File: src/rtl/sat_counter.sv
// ============================================================================
// Module : sat_counter
// Brief  : Saturating event counter; a clear and an increment in the same
//          cycle leave the count at one.
// Rev    : 1.0  initial release
// ============================================================================
`default_nettype none

module sat_counter #(
    parameter int W = 8
) (
    input  logic         clk,
    input  logic         rst_n,
    input  logic         clr,
    input  logic         inc,
    output logic [W-1:0] cnt
);

    localparam logic [W-1:0] C_MAX = {W{1'b1}};

    logic [W-1:0] cnt_q;
    logic [W-1:0] cnt_d;

    always_comb begin
        cnt_d = clr ? '0 : cnt_q;
        if (inc && (cnt_d != C_MAX)) begin
            cnt_d = cnt_d + {{(W-1){1'b0}}, 1'b1};
        end
    end

    always_ff @(posedge clk or negedge rst_n) begin
        if (!rst_n) begin
            cnt_q <= '0;
        end else begin
            cnt_q <= cnt_d;
        end
    end

    assign cnt = cnt_q;

endmodule

`default_nettype wire

File: config.mk
export PLATFORM = sky130hd
export DESIGN_NAME = sat_counter
export DESIGN_NICKNAME = d
export VERILOG_FILES = /design/src/rtl/sat_counter.sv
export SDC_FILE = /design/constraint.sdc
export NUM_CORES = 1
export LEC_CHECK = 0
export CORE_AREA = 5 5 42 44
export CTS_CLUSTER_DIAMETER = 50
export DETAILED_ROUTE_END_ITERATION = 6
export DIE_AREA = 0 0 47 49
export GPL_ROUTABILITY_DRIVEN = 0
export SYNTH_ARGS = -nofsm -noshare
export SYNTH_HDL_FRONTEND = slang
export SYNTH_SLANG_ARGS = --single-unit
export TNS_END_PERCENT = 10
File: constraint.sdc
create_clock -name clk -period 1.55 [get_ports clk]
set_input_delay 0.31 -clock clk [delete_from_list [all_inputs] [get_ports clk]]
set_output_delay 0.31 -clock clk [all_outputs]
set_load 0.005 [all_outputs]
==> results of run 1 <==
## kinds of logic (layout without fill, tap and decap cells)
group | count (synthesis) | count (layout)
flops | 8 | 8
buf+inv | 4 | 21
compound gates | 13 | 13
simple gates | 16 | 16
## worst min-delay path by stage
| stage | slack (ns) | end | cells after the start |
|---|---|---|---|
| after floorplan | 0.01 | cnt[0]$_DFF_PN0_ | 0 |
| after global placement | 0.53 | cnt[7]$_DFF_PN0_ | 2 |
| after detailed placement | 0.54 | cnt[7]$_DFF_PN0_ | 2 |
| after CTS | 0.34 | cnt[5]$_DFF_PN0_ | 1 |
| after global routing | 0.35 | cnt[3]$_DFF_PN0_ | 1 |
| final | 0.34 | cnt[5]$_DFF_PN0_ | 1 |
## cells in the final DEF, fill, tap and decap left out
cell type / count
clkdlybuf4s50_1: 10
a21oi_1: 6
dfrtp_1: 5
buf_4: 5
nor3_1: 3
a31oi_1: 3
clkbuf_4: 3
dfrtp_2: 3
nand2_1: 2
inv_1: 2
a211oi_1: 2
and4_2: 1
and3_1: 1
and4b_1: 1
nand4_4: 1
and3b_1: 1
o31ai_1: 1
or3_1: 1
nor4_1: 1
o21bai_1: 1
nand3_1: 1
nand4_1: 1
and3_2: 1
nor2_1: 1
dlymetal6s2s_1: 1
## layer usage
layer,vias to the layer above,share of wire
li1,193,-
met1,176,0.53
met2,10,0.40
met3,0,0.066
met4,0,0
met5,-,0
## cell usage after synthesis (all sizes together), types with 2 or more instances
cell,n,share of area
nor3,3,0.037
nand4,2,0.067
nand2,2,0.018
dfrtp,8,0.49
a21oi,6,0.073
a31oi,3,0.046
inv,2,0.018
and3,2,0.034
a211oi,2,0.037
## through the flow
| stage | worst slack (ns) | cell area [um^2] | total power, mW | setup TNS [ns] | utilization |
|---|---|---|---|---|---|
| finish | 0.0666 | 597 | 0.429 | 0 | 0.426 |
| global route | 0.0251 | 597 | 0.455 | 0 | 0.426 |
| CTS | 0.0195 | 587 | 0.436 | 0 | 0.419 |
| detailed placement | -0.120 | 561 | 0.277 | -0.278 | 0.400 |
| global placement | -0.0859 | 561 | 0.277 | -0.253 | 0.400 |
| floorplan | 0.360 | 409 | 0.245 | 0 | - |
## power breakdown
part           total (mW)  internal (mW)  switching [mW]
Sequential          0.226          0.216         0.00981
Combinational      0.0504         0.0272          0.0232
Clock               0.152         0.0882          0.0641
## repair_timing
item | in CTS | in global routing
endpoints found under the setup margin | 3 | 2
resized for setup | 3 | 1
buffers inserted | 0 | 1
## worst register-to-register path: stages, from the launching register on
cell	delay, ns
dfrtp_1	0.41
and3_1	0.26
a211oi_1	0.31
o21bai_1	0.12
## cell type report
class                           instances  area (um^2)  area share
Multi-Input combinational cell         29          193       0.323
Tap cell                               16         20.0      0.0335
Inverter                                2         7.51      0.0126
Clock buffer                            3         22.5      0.0377
Timing Repair Buffer                   16          150       0.252
Sequential cell                         8          204       0.342
==> flow_metrics.env, run 1 <==
export IMPL_status="finished clean"
export IMPL_n_fill_cell=152
export IMPL_grt_pass1_wl_um=1470
export IMPL_dp_cells=70
export IMPL_firstDrtPassIters=3
export IMPL_syn_area_um2=409
export IMPL_synth_distinct_cells=22
export IMPL_cp_slowest_stage_delay_ns=0.52
export IMPL_clock_fmax_mhz=674
export IMPL_finalHoldViolCount=0
export IMPL_ctsHoldBuffers=0
export IMPL_crit_type="flop to output pin"
export IMPL_ios=12
export IMPL_cp_top_family="buffers and inverters"
export IMPL_synth_avg_cell_area_um2=9.98
export IMPL_synth_top_family_by_area="simple AND/OR/NAND/NOR gates"
export IMPL_grt_overflow_total=0
export IMPL_cts_buffer_depth=2
export IMPL_num_rows=14
export IMPL_synth_edf_count=0
export IMPL_fp_dieArea_mm2=0.00230
export IMPL_htreeDepth=1
export IMPL_path_buf_inv=1
export IMPL_maxCapViolCount=0
export IMPL_clk_latency_ns=0.25
export IMPL_r2r_slack_ns=0.33
export IMPL_crit_cells=1
export IMPL_synthToLayoutAreaGrowth_pct=45.9
export IMPL_hpwlAfterDp_um=671
export IMPL_whs_ns=0.345
export IMPL_grt_max_degree=9
export IMPL_relSlewSlack=0.749
export IMPL_cts_sinks=8
export IMPL_r2r_end="cnt[4]$_DFF_PN0_"
export IMPL_drive_above_1_share=0.241
export IMPL_routed_wirelength_um=881
export IMPL_worstHoldPathType="input port to async pin"
export IMPL_portBuffers=11
export IMPL_num_vias=379
export IMPL_path_clk_slew_ns=0.05
export IMPL_slew_violations=0
export IMPL_yosys_warnings=0
export IMPL_cp_max_fo=6
export IMPL_r2r_start="cnt[4]$_DFF_PN0_"
export IMPL_cts_buffers=3
export IMPL_core_area_mm2=0.00140
export IMPL_synthesis_nets=45
export IMPL_syn_inst=41
export IMPL_crit_chain="clkdlybuf4s50_1"
export IMPL_grt_use_met2=0.104
export IMPL_synth_compound_area_frac=0.193
export IMPL_worst_ep_required_time_ns=1.24
export IMPL_grt_busiest_layer="met1"
export IMPL_p_leak_nw=0.255
export IMPL_synth_simple_area_share=0.278
export IMPL_viasPerCell=5.12
export IMPL_worstPathArrival_ns=1.17
export IMPL_drtIter0Drc=6
export IMPL_finalNonFillerCells=74
export IMPL_route_antenna_remaining_nets=0
export IMPL_synthMuxAreaShare=0
export IMPL_p_per_area_mw_per_mm2=719
export IMPL_synth_seq_area_share=0.489
export IMPL_crit_path_start_kind="flop"
export IMPL_cts_root_buf="clkbuf_4"
export IMPL_drc_errors=0
export IMPL_grtUsageMet1=0.139
export IMPL_antenna_found_initial=0
export IMPL_finClkSkew_ns=0.00529
export IMPL_fin_nets=64
export IMPL_cp_slowest_cell="clkdlybuf4s50_1"
export IMPL_period_share=0.957
export IMPL_async_flop_share=1.00
export IMPL_synth_xor_area_frac=0
export IMPL_period_needed_ns=1.48
export IMPL_grt_pass1_vias=339
export IMPL_rsz0062_at_grt="false"
export IMPL_synth_flop_cell="dfrtp_1"
export IMPL_worstSetupStartpoint="cnt[2]$_DFF_PN0_"
export IMPL_ys_ff_latch=8
export IMPL_crit_end="cnt[2]"
export IMPL_reg2reg_depth=3
export IMPL_worst_setup_path_end_kind="output pin"
export IMPL_dieWidth_um=47
export IMPL_finalSetupViolations=0
export IMPL_yosys_area_share_adder=0
export IMPL_die_h_um=49
export IMPL_largest_reg_flops=8
export IMPL_use_met3=0.0443
export IMPL_wl_per_cell_um=11.9
export IMPL_start_util=0.292
export IMPL_grt_usage=0.0872
export IMPL_num_antenna_cells=0
export IMPL_tightest_slew_ns=0.376
export IMPL_ir_worst_vdd_mv=0.268
export IMPL_cts_tree="yes"
No activity file was read; power rests on OpenSTA's default activity.
==> run 2: changes to the inputs <==
--- a/config.mk
+++ b/config.mk
@@ -5,10 +5,10 @@
 export SDC_FILE = /design/constraint.sdc
 export NUM_CORES = 1
 export LEC_CHECK = 0
-export CORE_AREA = 5 5 42 44
+export CORE_AREA = 2 2 39 41
 export CTS_CLUSTER_DIAMETER = 50
 export DETAILED_ROUTE_END_ITERATION = 6
-export DIE_AREA = 0 0 47 49
+export DIE_AREA = 0 0 41 43
 export GPL_ROUTABILITY_DRIVEN = 0
 export SYNTH_ARGS = -nofsm -noshare
 export SYNTH_HDL_FRONTEND = slang
==> flow_metrics.env, run 2 (synthesized netlist as in run 1, its figures left out) <==
export IMPL_wl_per_cell_um=13.2
export IMPL_cts_root_buf="clkbuf_4"
export IMPL_setup_tns_ns=0
export IMPL_num_rows=14
export IMPL_status="finished clean"
export IMPL_crit_type="flop to output pin"
export IMPL_period_share=0.968
export IMPL_p_comb_frac=0.140
export IMPL_num_antenna_cells=0
export IMPL_largest_reg_flops=8
export IMPL_viasPerCell=5.24
export IMPL_htreeDepth=1
export IMPL_worst_ep_required_time_ns=1.24
export IMPL_maxCapViolCount=0
export IMPL_crit_path_start_kind="flop"
export IMPL_ios=12
export IMPL_rsz0062_at_grt="false"
export IMPL_cts_buffer_depth=2
export IMPL_switching_share=0.251
export IMPL_final_cell_mix="clkdlybuf4s50_1, buf_4, dfrtp_1, a21oi_1"
export IMPL_grt_usage=0.147
export IMPL_finClkSkew_ns=0.00163
export IMPL_clkPwrFrac=0.371
export IMPL_p_per_area_mw_per_mm2=725
export IMPL_p_switching_mw=0.113
export IMPL_routed_wirelength_um=1030
export IMPL_path_buf_inv=1
export IMPL_ctsHoldBuffers=0
export IMPL_cts_buffers=3
export IMPL_fin_nets=68
export IMPL_die_h_um=43
export IMPL_p_leak_nw=0.290
export IMPL_cts_sinks=8
export IMPL_cp_slowest_stage_delay_ns=0.52
export IMPL_route_antenna_remaining_nets=0
export IMPL_ir_worst_vdd_mv=0.360
export IMPL_synthToLayoutAreaGrowth_pct=52.3
export IMPL_worstPathArrival_ns=1.19
export IMPL_start_util=0.296
export IMPL_p_int_mw=0.338
export IMPL_drive_above_1_share=0.242
export IMPL_portBuffers=11
export IMPL_core_area_mm2=0.00138
export IMPL_relSlewSlack=0.727
export IMPL_tightest_slew_ns=0.408
export IMPL_cp_top_family="buffers and inverters"
export IMPL_firstDrtPassIters=4
export IMPL_grt_pass1_wl_um=1710
export IMPL_crit_chain="clkdlybuf4s50_1"
export IMPL_antenna_found_initial=0
export IMPL_finalHoldViolCount=0
export IMPL_grt_max_degree=9
export IMPL_hpwlAfterDp_um=752
export IMPL_cp_slowest_cell="clkdlybuf4s50_1"
export IMPL_period_needed_ns=1.50
export IMPL_drc_errors=0
export IMPL_worst_setup_path_end_kind="output pin"
export IMPL_num_vias=409
export IMPL_grt_pass1_vias=382
export IMPL_drtIter0Drc=12
export IMPL_fp_dieArea_mm2=0.00176
export IMPL_final_common_cell="clkdlybuf4s50_1"
export IMPL_grt_overflow_total=0
export IMPL_clk_latency_ns=0.26
export IMPL_power_frac_seq=0.489
export IMPL_clock_fmax_mhz=666
export IMPL_power_mw=0.452
export IMPL_worstHoldPathType="input port to async pin"
export IMPL_finalSetupViolations=0
export IMPL_dieWidth_um=41
export IMPL_slew_violations=0
export IMPL_cts_tree="yes"
export IMPL_cp_max_fo=4
export IMPL_path_clk_slew_ns=0.06
[run 2: power groups by stage]
stage	Clock (mW)	Sequential, mW	Combinational [mW]
5_1_grt	0.185	0.221	0.0695
2_1_floorplan	0	0.231	0.0140
6_report	0.168	0.221	0.0633
4_1_cts	0.172	0.221	0.0636
3_3_place_gp	0	0.225	0.0632
3_5_place_dp	0	0.225	0.0633
[run 2: repair_timing]
item                       4_1_cts  5_1_grt
setup endpoints to repair        0        2
resized for setup                0        1
setup buffers                    0        1
[run 2: layout make-up]
type                       instances  area, um^2
fill                             140         761
sequential                         8         200
multi-input combinational         29         193
timing repair buffer              20         180
clock buffer                       3        22.5
tap                               16        20.0
inverter                           2        7.51
[run 2: worst paths after layout]
check                                 startpoint          endpoint  slack [ns]  cells after the start
worst max-delay path            cnt[0]$_DFF_PN0_            cnt[0]        0.05                      1
worst min-delay path                       rst_n  cnt[3]$_DFF_PN0_        0.35                      1
worst max register to register  cnt[4]$_DFF_PN0_  cnt[4]$_DFF_PN0_        0.28                      3
worst min register to register  cnt[7]$_DFF_PN0_  cnt[7]$_DFF_PN0_        0.56                      2
max in group asynchronous                  rst_n  cnt[7]$_DFF_PN0_        0.92                      1
min in group clk                cnt[7]$_DFF_PN0_  cnt[7]$_DFF_PN0_        0.56                      2
[run 2: metal layers]
| layer | global-route usage | part of all wire |
|---|---|---|
| met5 | 0 | 0 |
| met4 | 0.0800 | 0.019 |
| met3 | 0.0471 | 0.047 |
| met2 | 0.213 | 0.46 |
| met1 | 0.186 | 0.47 |
[run 2: metrics by stage]
stage / instance area (um^2) / hold slack, ns / util / setup slack, ns / std cells
floorplan: 409 / 0.0144 / - / 0.360 / 41
global placement: 591 / 0.531 / 0.427 / -0.0274 / 74
detailed placement: 591 / 0.543 / 0.427 / -0.0192 / 74
CTS: 613 / 0.357 / 0.443 / 0.0389 / 77
global route: 623 / 0.374 / 0.450 / 0.00804 / 78
finish: 623 / 0.348 / 0.450 / 0.0494 / 78
